<file path="config.mk">
export PLATFORM = sky130hd
export DESIGN_NAME = mnist_input_binarizer
export DESIGN_NICKNAME = d
export VERILOG_FILES = /design/src/rtl/mnist_io_pkg.sv /design/src/rtl/pixel_threshold_lane.sv /design/src/rtl/mnist_input_binarizer.sv
export SDC_FILE = /design/constraint.sdc
export NUM_CORES = 1
export LEC_CHECK = 0
export CAP_MARGIN = 20
export CORE_AREA = 3 3 324 326
export DETAILED_ROUTE_END_ITERATION = 6
export DIE_AREA = 0 0 327 329
export GPL_ROUTABILITY_DRIVEN = 0
export MAX_ROUTING_LAYER = met4
export PLACE_DENSITY_LB_ADDON = 0.08
export SLEW_MARGIN = 30
export SYNTH_ARGS = -nofsm -noshare
export SYNTH_HDL_FRONTEND = slang
export SYNTH_SLANG_ARGS = --single-unit
export TNS_END_PERCENT = 100
</file>
<file path="constraint.sdc">
create_clock -name clk -period 3.9 [get_ports clk]
set_input_delay 0.39 -clock clk [delete_from_list [all_inputs] [get_ports clk]]
set_output_delay 0.39 -clock clk [all_outputs]
set_load 0.05 [all_outputs]
</file>
<file path="src/rtl/mnist_io_pkg.sv">
// Shared constants, FSM state type and beat-count helper for the MNIST input front end.
package mnist_io_pkg;

  localparam int PIXEL_W    = 8;
  localparam int NUM_PIXELS = 784;
  localparam int IMG_DIM    = 28;

  typedef enum logic {
    COLLECT = 1'b0,
    HOLD    = 1'b1
  } state_e;

  function automatic int beats(input int num_pixels, input int in_pix);
    return num_pixels / in_pix;
  endfunction

endpackage

</file>
<file path="src/rtl/pixel_threshold_lane.sv">
// One pixel lane: unsigned compare of a grayscale pixel against the binarization threshold.
module pixel_threshold_lane #(
  parameter int PIXEL_W = mnist_io_pkg::PIXEL_W,
  parameter int THRESH  = 128
) (
  input  logic [PIXEL_W-1:0] pixel_i,
  output logic               bit_o
);

  assign bit_o = (pixel_i >= PIXEL_W'(THRESH));

endmodule

</file>
<file path="src/rtl/mnist_input_binarizer.sv">
// Collects a streamed MNIST frame, thresholds each pixel to one bit and holds the
// packed activation vector until the first LUT layer takes it.
module mnist_input_binarizer #(
  parameter int PIXEL_W    = mnist_io_pkg::PIXEL_W,
  parameter int IN_PIX     = 4,
  parameter int NUM_PIXELS = mnist_io_pkg::NUM_PIXELS,
  parameter int THRESH     = 128
) (
  input  logic                        clk,
  input  logic                        rst_n,
  input  logic                        in_valid,
  output logic                        in_ready,
  input  logic [IN_PIX*PIXEL_W-1:0]   in_data,
  input  logic                        in_last,
  output logic                        out_valid,
  input  logic                        out_ready,
  output logic [NUM_PIXELS-1:0]       out_bits,
  output logic [15:0]                 frame_cnt,
  output logic                        err_len
);

  import mnist_io_pkg::*;

  localparam int BEATS = beats(NUM_PIXELS, IN_PIX);
  localparam int CNT_W = (BEATS > 1) ? $clog2(BEATS) : 1;
  localparam logic [CNT_W-1:0] LAST_BEAT = CNT_W'(BEATS - 1);

  state_e                  state_q, state_d;
  logic [CNT_W-1:0]        cnt_q, cnt_d;
  logic [NUM_PIXELS-1:0]   bits_q, bits_d;
  logic [15:0]             frame_cnt_q, frame_cnt_d;
  logic                    err_q, err_d;
  logic [IN_PIX-1:0]       lane_bits;
  logic                    accept;

  for (genvar j = 0; j < IN_PIX; j++) begin : g_lane
    pixel_threshold_lane #(
      .PIXEL_W (PIXEL_W),
      .THRESH  (THRESH)
    ) u_lane (
      .pixel_i (in_data[j*PIXEL_W +: PIXEL_W]),
      .bit_o   (lane_bits[j])
    );
  end

  assign in_ready  = (state_q == COLLECT);
  assign out_valid = (state_q == HOLD);
  assign accept    = in_valid && in_ready;

  always_comb begin
    // NOTE: every variable gets its hold value first so no path leaves it unassigned (no latches).
    state_d     = state_q;
    cnt_d       = cnt_q;
    bits_d      = bits_q;
    frame_cnt_d = frame_cnt_q;
    err_d       = 1'b0;

    case (state_q)
      COLLECT: begin
        if (accept) begin
          // Constant slice bases keep the write a plain decode of the beat counter.
          for (int b = 0; b < BEATS; b++) begin
            if (cnt_q == CNT_W'(b)) bits_d[b*IN_PIX +: IN_PIX] = lane_bits;
          end

          if (cnt_q == LAST_BEAT) begin
            state_d = HOLD;
            cnt_d   = '0;
            err_d   = !in_last;
          end else if (in_last) begin
            // Short frame: drop it; stale bits are overwritten by the next frame.
            cnt_d = '0;
            err_d = 1'b1;
          end else begin
            cnt_d = cnt_q + 1'b1;
          end
        end
      end

      HOLD: begin
        if (out_ready) begin
          state_d     = COLLECT;
          frame_cnt_d = frame_cnt_q + 16'd1;
        end
      end

      default: state_d = COLLECT;
    endcase
  end

  always_ff @(posedge clk or negedge rst_n) begin
    if (!rst_n) begin
      state_q     <= COLLECT;
      cnt_q       <= '0;
      // NOTE: the packed frame is a flop bank, not a RAM, so it is cleared on reset like all other state.
      bits_q      <= '0;
      frame_cnt_q <= '0;
      err_q       <= 1'b0;
    end else begin
      // NOTE: non-blocking updates so every flop samples pre-edge values.
      state_q     <= state_d;
      cnt_q       <= cnt_d;
      bits_q      <= bits_d;
      frame_cnt_q <= frame_cnt_d;
      err_q       <= err_d;
    end
  end

  assign out_bits  = bits_q;
  assign frame_cnt = frame_cnt_q;
  assign err_len   = err_q;

endmodule
</file>
==> out/results.txt, run 1 <==
The most used flip-flop cell after synthesis was sky130_fd_sc_hd__dfrtp_1. The placed instances occupy a cell area of 41200 um^2. The number of DRC violations after detailed routing came out at 0.

The clock drives 810 sinks. The total overflow reported by the global router is 0, and the leakage power of the design is 0.0206 uW. The number of distinct standard cells referenced by the synthesized netlist was 34; the fraction of registers with async set or reset after synthesis was 100%. In this run, the clock network consumes 44.4% of the power. In this run the tool buffered the top-level ports with 811 buffer cells. The average instance in the mapped netlist occupies 15.2 um^2.

The run gives 0 as the max-slew violation count. Summed over all nets, the switching power comes to 5230 uW. The via count is 20500, and the shortest clock period the worst path allows after layout is 2.82 ns. Clock skew on the completed layout was measured at 0.0152 ns. On the critical path, the stage with the largest delay is an instance of sky130_fd_sc_hd__nor2_1. Final hold analysis gives a worst-case slack of 0.233 ns. Setup violations remaining at the end of the flow were counted as 0. For the number of resized instances in the post-cts repair step, the log shows 0. The horizontal die dimension was 327 um; the post-synthesis instance total was 2055. Of the post-synthesis cell area, the dominant cell type holds 64.9%.

During I/O placement, the number of pins put on the boundary was 840. The post-route fraction of the period consumed by the critical path is 72.3%. In the final timing run, aggregate negative setup slack is 0 ns.

The initial antenna violation count was 3. The library cells used most frequently in the layout, excluding fill and tap cells, are sky130_fd_sc_hd__dfrtp_1, sky130_fd_sc_hd__clkdlybuf4s50_1, sky130_fd_sc_hd__mux2_2. The tools report the kind of end point of the critical path as a register.

Final core utilization: 43.4%. The number of design-rule violations left by the first detailed-router iteration is 783. Per report_power, the combinational group accounts for 11.3% of the total.

Average wire length per cell after detail routing: 27.2 um. In this run the core area contains 117 standard-cell rows. For this configuration, the core starts out at a cell density of 30.6%.

The number of storage elements in the synthesis netlist was 810; the number of nets with antenna violations after detailed routing was 0. The total CTS buffers came out at 92. sky130_fd_sc_hd__dfrtp_1 takes more of the synthesized area than any other cell. Together, buffers and inverters on the worst path number 0. The count of flip-flops with a built-in enable after synthesis was 0.

The worst supply voltage drop on vdd was 0.281 mV. The delay contributed by the slowest stage of the critical path works out to 0.72 ns. TritonCTS built the clock tree.

The fraction of layout cells with a size suffix above 1 came out at 33.7%. For this run, the number of Yosys warnings is 0. The clock root buffer was sky130_fd_sc_hd__clkbuf_16. The H-tree was split into 3 levels.

The critical path goes through nor2_1 > nand2_1 > nor2_1 > mux2_2. For the total count of hold-check failures in the final report, the log shows 0. The worst max-slew margin expressed relative to the limit was 39.3%. The sequential area share after synthesis was 64.9%. For the post-DP HPWL, the log shows 83200 um.

Final net count: 2933. Leaving out fill and tap cells, the most frequent cell in the layout is sky130_fd_sc_hd__dfrtp_1. Internal power comes to 14700 uW.

Measured along the y axis, the die boundary spans 329 um. Clock-pin slew was measured on the worst setup and hold paths at 0.06 ns. The areal power density over the cells is 449 nW/um^2. The achievable clock frequency came out at 354 MHz.

At the worst endpoint, the required time is 4.43 ns. The run gives 0 as the max-capacitance violation count. The critical path is of the reg2reg type.

On the critical path the largest part of the delay comes from simple AND/OR/NAND/NOR gates. The run gives 0.65 ns as the clock network latency to the later pin of the worst-skew pair. Per report_power, the sequential group accounts for 44.2% of the total. The number of vias per cell is 4.73. For the total wire length, the log shows 118000 um. The layout overhead on the synthesized area is 41.9%. The switching share of power is 26.3%.

The number of nets handed over by synthesis was 2097. In this design, the critical path's most frequently occurring cell is sky130_fd_sc_hd__nor2_1. The tools report the core area as 102000 um^2.

Setup repair after global routing left no endpoint under its margin. At the worst endpoint, the arrival time is 3.35 ns. In this run the worst path has a maximum fanout of 13. No sink is reached through more buffers than the 3 on the longest clock path.

The synthesized netlist occupies a cell area of 31200 um^2. The tightest min-delay check is of the in2reg type. The flow ran to the end, and the final reports show no timing, DRC or antenna violations.

The launching element type of the critical path was a register. The die covers 108000 um^2. Entering global routing, the biggest net connects 87 pins. The pre-antenna-repair detailed-routing pass consisted of 5 iterations.

By area the synthesized netlist is led by sky130_fd_sc_hd__dfrtp_1, sky130_fd_sc_hd__mux2_2, sky130_fd_sc_hd__nor2_1. Once layout is done, the placed cells without fillers occupy 44300 um^2. The via count of the first global-routing pass is 22300. The global-route wire length before repair was 167000 um; the global routing usage summed across all routing layers was 22.1%. At the pin with the least slew margin, the transition time is 0.911 ns.
[sequential cells by signal (all words and copies together) (netlist names)]
name       count
out_bits     784
frame_cnt     16
err_len        1
out_valid      1
cnt_q          8
[stage by stage]
step                cells  total power (uW)  setup WS, ns
floorplan            2055             10200          1.82
global route         4332             20700         0.725
CTS                  4332             20300         0.963
detailed placement   4164             11300         0.653
finish               4333             19900          1.08
global placement     4164             11200         0.691
[layout make-up]
cell class | instances | area [um^2]
diodes | 1 | 2.50
clock buffers | 145 | 2920
clock inverters | 22 | 216
fillers | 9283 | 57700
inverters | 3 | 11.3
multi-input cells | 1119 | 10400
flip-flops and latches | 810 | 20300
well taps | 1368 | 1710
repair buffers | 865 | 8750
[metal layers]
layer	global-route usage, %	vias up	wire length (um)
li1	-	8849	-
met1	24.5	10800	45000
met2	37.3	650	59200
met3	6.56	191	8380
met4	9.26	0	5190
met5	-	-	0
[final timing paths]
kind / start / to / depth (start not counted) / slack [ns]
max in group asynchronous: rst_n / out_bits[605] / 4 / 2.25
worst min register to register: frame_cnt[15] / frame_cnt[15] / 1 / 0.48
worst max register to register: cnt_q[6] / out_bits[162] / 4 / 1.08
worst max-delay path: cnt_q[6] / out_bits[162] / 4 / 1.08
worst min-delay path: in_data[23] / out_bits[386] / 2 / 0.23
min in group asynchronous: rst_n / out_bits[328] / 2 / 0.30
[power by group through the flow]
stage / clock, uW / combinational [uW] / sequential (uW)
after floorplan: 0 / 378 / 9790
after global placement: 0 / 2280 / 8950
after detailed placement: 0 / 2300 / 8960
after CTS: 9150 / 2300 / 8810
after global routing: 9480 / 2360 / 8840
final: 8850 / 2250 / 8810
[Yosys cell counts (4+ instances only)]
master / instances
sky130_fd_sc_hd__xor2_1: 5
sky130_fd_sc_hd__dfrtp_1: 810
sky130_fd_sc_hd__nand2b_1: 5
sky130_fd_sc_hd__nand3_1: 22
sky130_fd_sc_hd__mux2_2: 785
sky130_fd_sc_hd__and3_1: 4
sky130_fd_sc_hd__xnor2_1: 15
sky130_fd_sc_hd__clkbuf_1: 89
sky130_fd_sc_hd__nor2b_1: 6
sky130_fd_sc_hd__ha_1: 5
sky130_fd_sc_hd__nor2_1: 160
sky130_fd_sc_hd__nand4_1: 8
sky130_fd_sc_hd__nand2_1: 73
sky130_fd_sc_hd__buf_2: 30
sky130_fd_sc_hd__nor3_1: 8
[what timing repair did]
action | 4_1_cts | 5_1_grt
setup buffers | 0 | 0
hold buffers | 1 | 0
endpoints found under the hold margin | 71 | 0
[worst register-to-register path, stage by stage (launching register included)]
cell and delay [ns]:
sky130_fd_sc_hd__dfrtp_1 0.53, sky130_fd_sc_hd__nor2_1 0.44, sky130_fd_sc_hd__nand2_1 0.62, sky130_fd_sc_hd__nor2_1 0.72, sky130_fd_sc_hd__mux2_2 0.40
[cells by family (layout without fill, tap and decap cells)]
group                    count (synthesis)  in the layout  share of synthesized area, %
AND/OR/NAND/NOR                        301            301                          4.12
adder cells (fa/ha/maj)                  5              5                         0.200
AO/OA/AOI/OAI                            8              8                         0.160
other                                    0              1                             0
buffers and inverters                  126           1035                          1.70
multiplexers                           785            785                          28.3
flip-flops                             810            810                          64.9
XOR/XNOR                                20             20                         0.561
No activity file was read; power rests on OpenSTA's default activity.
==> run 2, diff against run 1 <==
==> constraint.sdc (replaced) <==
create_clock -name clk -period 2.85 [get_ports clk]
set_input_delay 0.285 -clock clk [delete_from_list [all_inputs] [get_ports clk]]
set_output_delay 0.285 -clock clk [all_outputs]
set_load 0.05 [all_outputs]
==> run 2 against run 1 <==
Register-to-register slack lost 0.81 ns. Clock skew grew 0.0089 ns. Largest power group unchanged. Sequential share of layout area shrank 0.73 points. Sequential cell count unchanged. Via count is 0.75% higher.
==> out/results.txt, run 2 (synthesized netlist as in run 1, its figures left out) <==
The flow ran to the end, and the final reports show no timing, DRC or antenna violations. The kind of end point of the critical path is a register. The average wire length per cell after detail routing was 27.2 um (about the same). The number of diodes added for antenna fixing was 0 (-1); the number of design-rule violations left by the first detailed-router iteration was 886 (+13%). STA classifies the critical path startpoint as a register. The launching element of the worst setup path is cnt_q[0]. The run gives 102000 um^2 (unchanged) as the core area. The global routing usage summed across all routing layers is 22.5% (+0.33 points), and the number of nets with antenna violations after detailed routing is 0 (unchanged).

The register clock-pin slew on the reported worst setup and hold paths was 0.06 ns (about the same). The maximum net fanout on the critical path was 13 (unchanged); the maximum clock path buffer count was 3 (unchanged). The arrival time of the worst setup path is 3.13 ns (-0.22 ns), and the number of DRC violations after detailed routing is 0 (unchanged).

The number of input and output port buffers inserted is 811 (unchanged). The run gives 0 (unchanged) as the total overflow reported by the global router. The worst slack at placement was 0.0218 ns (-0.631 ns); the count of TritonRoute iterations in the first routing pass was 4 (-1). The logs give 3.41 ns (-1.02 ns) for the required arrival time at the worst endpoint and 840 (unchanged) for the I/O pin count. Max-slew violation count: 0 (unchanged). The run gives 0 ns (unchanged) as the total negative slack.

TritonCTS built the clock tree. The detailed router used layers up to and including met4. The fraction of power consumed by combinational cells was 11.1% (-0.2 points).

The maximum level of the CTS H-tree is 3 (unchanged), and the global-route wire length before repair is 170000 um (+1.6%). The number of vias per cell works out to 4.71 (-0.54%). Via count: 20700 (+0.75%). The smallest setup slack after layout was 0.271 ns (-0.808 ns); the number of cell rows was 117 (unchanged).

In this run the worst setup path terminates at out_bits[509]. Filler cell count in the final layout: 9312 (+0.31%). The tree is rooted in a sky130_fd_sc_hd__clkbuf_16. The kind of critical path was reg2reg.

In this run the critical register-to-register path is captured at out_bits[509]. The worst supply voltage drop on vdd is 0.473 mV (+68%), and the area taken by flip-flops and latches is 20300 um^2 (unchanged). The flip-flop count of the largest register, all copies and words added is 784 (unchanged). The post-DP HPWL is 85500 um (+2.8%), and the post-route met1 wirelength is 46500 um (+3.3%).

In the layout the commonest cells are sky130_fd_sc_hd__dfrtp_1, sky130_fd_sc_hd__clkdlybuf4s50_1, sky130_fd_sc_hd__mux2_2. The number of sinks on the clock net is 810 (unchanged). The number of setup buffers added after CTS came out at 0 (unchanged). The largest net degree at the start of global routing is 80 (-8.0%).

The total CTS buffers was 94 (+2.2%). For the area of the die, the log shows 108000 um^2 (unchanged). The tools report the initial antenna violation count as 1 (-2). The total power is 28200 uW (+42%).

The switching share of power came out at 25.9% (-0.32 points). The overall die height was 329 um (unchanged). The clock network latency to the later pin of the worst-skew pair is 0.67 ns (+0.02 ns).

Areal power density over the cells: 626 nW/um^2 (+39%). For the worst clock skew, the log shows 0.0241 ns (+0.00885 ns). The logs give 10400 um^2 (about the same) for the area occupied by multi-input gates and 2990 (+1.9%) for the final net count. The logs give 59900 um (+1.2%) for the met2 wire length and 30.6% (unchanged) for the initial core utilization. Routed wire length on met3: 8530 um (+1.8%). For the total wire length, the log shows 119000 um (+1.2%). The worst max-slew margin expressed relative to the limit was 38.1% (-1.2 points); the via count of the first global-routing pass was 22500 (+0.86%). The run gives 0.0210 uW (+1.9%) as the leakage power of the design. The final number of setup-violating endpoints is 0 (unchanged).

The cell depth of the worst flop-to-flop path is 5 (+1), and the shortest clock period the worst path allows after layout is 2.58 ns (-0.242 ns). Setup repair after global routing left no endpoint under its margin. The max-capacitance violation count came out at 0 (unchanged).

The critical hold path startpoint was in_data[31]. The startpoint of the lowest-slack register-to-register path is cnt_q[0]. The register-to-register setup slack came out at 0.27 ns (-0.81 ns). The transition time of the tightest slew-check pin is 0.928 ns (+0.0176 ns), and the horizontal die dimension is 327 um (unchanged).

In this run the worst hold path is classified as in2reg. The fraction of layout cells with a size suffix above 1 came out at 35.0% (+1.3 points). Commonest non-fill, non-tap cell in the layout: sky130_fd_sc_hd__dfrtp_1.

The switching power of the nets was 7310 uW (+40%). Cell-internal power: 20900 uW (+42%). The sequential fraction of design power was 42.8% (-1.4 points); the layout overhead on the synthesized area was 44.2%. The clock share of power was 46.1% (+1.7 points). The post-route fraction of the period consumed by the critical path is 90.5% (+18 points). The tools report the total count of hold-check failures in the final report as 0 (unchanged).

The achievable clock frequency came out at 388 MHz (+9.4%).
## run 2: layout make-up
class                      count  share of cell area [%]
clock buffer                 135                    6.15
multi-input combinational   1119                    23.1
inverter                       3                  0.0250
sequential                   810                    45.0
tap                         1368                    3.80
timing repair buffer         920                    20.5
clock inverter                34                    1.30
## run 2: how the worst min path moves through the flow
stage               endpoint  slack (ns)  depth (start not counted)
2_1_floorplan       cnt_q[0]       -0.01                          0
3_3_place_gp   out_bits[331]        0.37                          1
3_5_place_dp   out_bits[323]        0.38                          1
4_1_cts        out_bits[463]        0.22                          2
5_1_grt        out_bits[455]        0.24                          2
6_report       out_bits[455]        0.23                          2
## run 2: what timing repair did
action | 4_1_cts | 5_1_grt
endpoints found under the hold margin | 56 | 0
resized for setup | 0 | 0
hold buffers | 1 | 0
## run 2: metal layers
layer	vias up	track usage (%)
met5	-	-
met4	0	7.26
met3	180	6.97
met2	613	37.8
met1	10900	25.5
li1	8937	-
## run 2: worst max-delay path, cell delays in order, from the launching register on
cell and delay [ns]:
sky130_fd_sc_hd__dfrtp_1 0.41, sky130_fd_sc_hd__ha_1 0.32, sky130_fd_sc_hd__nand3b_1 0.19, sky130_fd_sc_hd__or2_2 0.66, sky130_fd_sc_hd__nor2_1 0.46, sky130_fd_sc_hd__mux2_2 0.39
## run 2: power groups by stage
stage / registers, uW / logic (uW) / clock network, uW
after floorplan: 13400 / 518 / 0
after global placement: 12300 / 3160 / 0
after detailed placement: 12300 / 3190 / 0
after CTS: 12100 / 3200 / 13400
after global routing: 12100 / 3270 / 13800
final: 12100 / 3130 / 13000
## run 2: stage by stage
step	cells	instance area, um^2	hold WS, ns	util [%]
2_1_floorplan	2055	31200	-0.0106	-
3_3_place_gp	4219	41600	0.373	40.8
3_5_place_dp	4219	41600	0.384	40.8
4_1_cts	4389	45000	0.218	44.1
5_1_grt	4389	45000	0.242	44.1
6_report	4389	45000	0.232	44.1
==> run 3, diff against run 2 <==
==> constraint.sdc (replaced) <==
create_clock -name clk -period 3.05 [get_ports clk]
set_input_delay 0.61 -clock clk [delete_from_list [all_inputs] [get_ports clk]]
set_output_delay 0.61 -clock clk [all_outputs]
set_load 0.05 [all_outputs]
==> run 3 against run 2 <==
Sequential power is 7% lower. Combinational power is 6.4% lower. Sequential cell count stayed put. Sequential share of layout area is 0.14 points higher. Die area stayed put. Worst hold slack better by 0.24 ns. Wire length is 0.36% lower. Via count is 0.76% lower. Critical path depth is 3 lower. Cell count is 0.21% lower. First-iteration DRC count is 6.7% lower. Highest routed layer unchanged.
==> out/results.txt, run 3 (synthesized netlist as in run 1, its figures left out) <==
The run finished with clean final reports. The shortest clock period the worst path allows after layout is 2.76 ns, and the initial antenna violation count is 5 (+4). For the core area, the log shows 102000 um^2 (unchanged). The cell-internal power is 19200 uW (-7.9%). Largest net degree at the start of global routing: 101 (+26%). The required arrival time at the worst endpoint is 2.44 ns (-0.97 ns), and the routing usage on met1 is 25.0% (-0.47 points).

The maximum net fanout on the critical path works out to 8 (-5). The logs give 117 (unchanged) for the number of cell rows and 5 (+1) for the count of TritonRoute iterations in the first routing pass. The number of design-rule violations left by the first detailed-router iteration is 827 (-6.7%), and the cell depth of the worst flop-to-flop path is 5 (unchanged).

The logs give 810 (unchanged) for the number of sinks on the clock net and 2981 (-0.30%) for the final net count. The tools report the worst supply voltage drop on vdd as 0.350 mV (-26%). For the final core utilization, the log shows 44.0% (-0.14 points). In this run the critical register-to-register path is launched from cnt_q[7]. TritonCTS built the clock tree. The number of input and output port buffers inserted was 811 (unchanged). The layout overhead on the synthesized area was 43.8%; the number of vias per cell was 4.68 (-0.56%). The most critical setup path has its startpoint at out_valid. The arrival time of the worst setup path was 2.15 ns (-0.98 ns); the global routing usage summed across all routing layers was 22.2% (-0.22 points). The maximum clock path buffer count is 3 (unchanged), and the initial core utilization is 30.6% (unchanged). For the number of nets with antenna violations after detailed routing, the log shows 0 (unchanged). The met3 routing resource usage after global routing is 6.42% (-0.55 points), and the clock share of power is 45.3% (-0.8 points). The kind of critical path was reg2out. The tools report the leakage power of the design as 0.0210 uW (-0.22%). The overall die height was 329 um (unchanged).

The logs give 0.0346 ns (+0.0105 ns) for the worst clock skew and 0 (unchanged) for the total overflow reported by the global router. The areal power density over the cells works out to 579 nW/um^2 (-7.6%). The flip-flop count of the largest register, all copies and words added was 784 (unchanged); the total negative slack was 0 ns (unchanged). The total CTS buffers came out at 92 (-2.1%). The run gives 3 (unchanged) as the maximum level of the CTS H-tree.

In the layout the commonest cells are sky130_fd_sc_hd__dfrtp_1, sky130_fd_sc_hd__clkdlybuf4s50_1, sky130_fd_sc_hd__mux2_2. The transition time of the tightest slew-check pin is 0.886 ns (-0.0425 ns), and the max-slew violation count is 0 (unchanged). The worst register-to-register path ends at out_bits[699]. The number of setup buffers added after CTS was 0 (unchanged). STA classifies the critical path startpoint as a register. The run gives 40.8% (+2.7 points) as the worst max-slew margin expressed relative to the limit.

The number of non-filler instances in the completed layout is 4380 (-0.21%), and the average wire length per cell after detail routing is 27.1 um (-0.16%). The sequential fraction of design power was 43.4% (+0.6 points); the post-DP HPWL was 84400 um (-1.3%). The number of DRC violations after detailed routing is 0 (unchanged). The run gives 169000 um (-0.65%) as the global-route wire length before repair. CTS placed an instance of sky130_fd_sc_hd__clkbuf_16 at the clock tree root.

The register clock-pin slew on the reported worst setup and hold paths came out at 0.06 ns (about the same). The total count of hold-check failures in the final report was 0 (unchanged). The register-to-register setup slack was 0.32 ns (+0.05 ns); the I/O pin count was 840 (unchanged).

After global routing, the most crowded layer is met2. For the fraction of power consumed by combinational cells, the log shows 11.3% (+0.2 points). The destination of the critical timing path was in_ready.

The logs give 20500 (-0.76%) for the via count and 108000 um^2 (unchanged) for the area of the die. Based on the critical path, the design can be clocked at up to 362 MHz. In this run the worst hold path is classified as reg2reg.

The run gives 6740 uW (-7.7%) as the switching power of the nets. The final number of setup-violating endpoints was 0 (unchanged); the clock network latency to the later pin of the worst-skew pair was 0.66 ns (about the same). For the number of resized instances in the post-cts repair step, the log shows 0 (unchanged). The commonest non-fill, non-tap cell in the layout is sky130_fd_sc_hd__dfrtp_1. Setup repair after global routing left no endpoint under its margin. Kind of end point of the critical path: a primary output.

The max-capacitance violation count was 0 (unchanged); the via count of the first global-routing pass was 22600 (+0.50%). The horizontal die dimension is 327 um (unchanged). The total wire length is 119000 um (-0.36%), and the fraction of layout cells with a size suffix above 1 is 34.8% (-0.15 points). Dividing the final minimum period by the clock period gives 90.6%.

The switching share of power was 26.0% (+0.038 points); the global routing met2 resource utilization was 38.4% (+0.59 points). The cell count after placement was 4212 (-0.17%).
-- run 3: cell count changes in the layout (fill, tap and decap cells not counted), moves of 2 or more --
cell                         change
sky130_fd_sc_hd__clkbuf_16       +2
sky130_fd_sc_hd__bufinv_16       -4
sky130_fd_sc_hd__clkinv_2        +7
sky130_fd_sc_hd__clkinv_8        -2
sky130_fd_sc_hd__clkbuf_1        -2
sky130_fd_sc_hd__buf_4           -8
sky130_fd_sc_hd__clkinvlp_4      -3
-- run 3: critical path, stage by stage, from the launching register on --
cell,delay (ns)
sky130_fd_sc_hd__dfrtp_1,0.53
sky130_fd_sc_hd__inv_1,0.17
sky130_fd_sc_hd__clkdlybuf4s50_1,0.82
-- run 3: worst min-delay path by stage --
stage / start / endpoint / slack [ns] / depth (start not counted)
2_1_floorplan: rst_n / cnt_q[0] / 0.31 / 0
3_3_place_gp: frame_cnt[15] / frame_cnt[15] / 0.47 / 1
3_5_place_dp: frame_cnt[15] / frame_cnt[15] / 0.48 / 1
4_1_cts: rst_n / out_bits[328] / 0.45 / 2
5_1_grt: frame_cnt[15] / frame_cnt[15] / 0.49 / 1
6_report: frame_cnt[15] / frame_cnt[15] / 0.47 / 1
-- run 3: repair_timing --
action                                  4_1_cts  5_1_grt
hold buffers                                  1        0
endpoints found under the setup margin        0        0
endpoints found under the hold margin        46        0
-- run 3: area by class of cell --
type                    count  area (um^2)
clock inverters            31          438
fillers                  9308        57200
well taps                1368         1710
repair buffers            913         9210
flip-flops and latches    810        20300
clock buffers             135         2810
diodes                      1         2.50
multi-input cells        1119        10400
inverters                   3         11.3
-- run 3: power by group through the flow --
stage / clock network [uW] / logic, uW / registers (uW)
global placement: 0 / 2960 / 11400
CTS: 12100 / 2990 / 11300
global route: 12500 / 3050 / 11300
finish: 11800 / 2930 / 11300
detailed placement: 0 / 2980 / 11500
floorplan: 0 / 484 / 12500
-- run 3: metal layers --
metal | wire (um) | up-vias
li1 | - | 8906
met1 | 46400 | 10900
met2 | 60900 | 580
met3 | 8280 | 135
met4 | 3210 | 0
met5 | 0 | -
-- run 3: per-stage QoR --
step	hold slack [ns]	total power, uW	setup WS, ns	instance area, um^2
floorplan	0.314	13000	0.970	31200
global placement	0.469	14400	0.164	41600
detailed placement	0.478	14400	0.119	41600
CTS	0.453	26400	0.189	44900
global route	0.493	26900	0.132	44900
finish	0.473	26000	0.288	44900
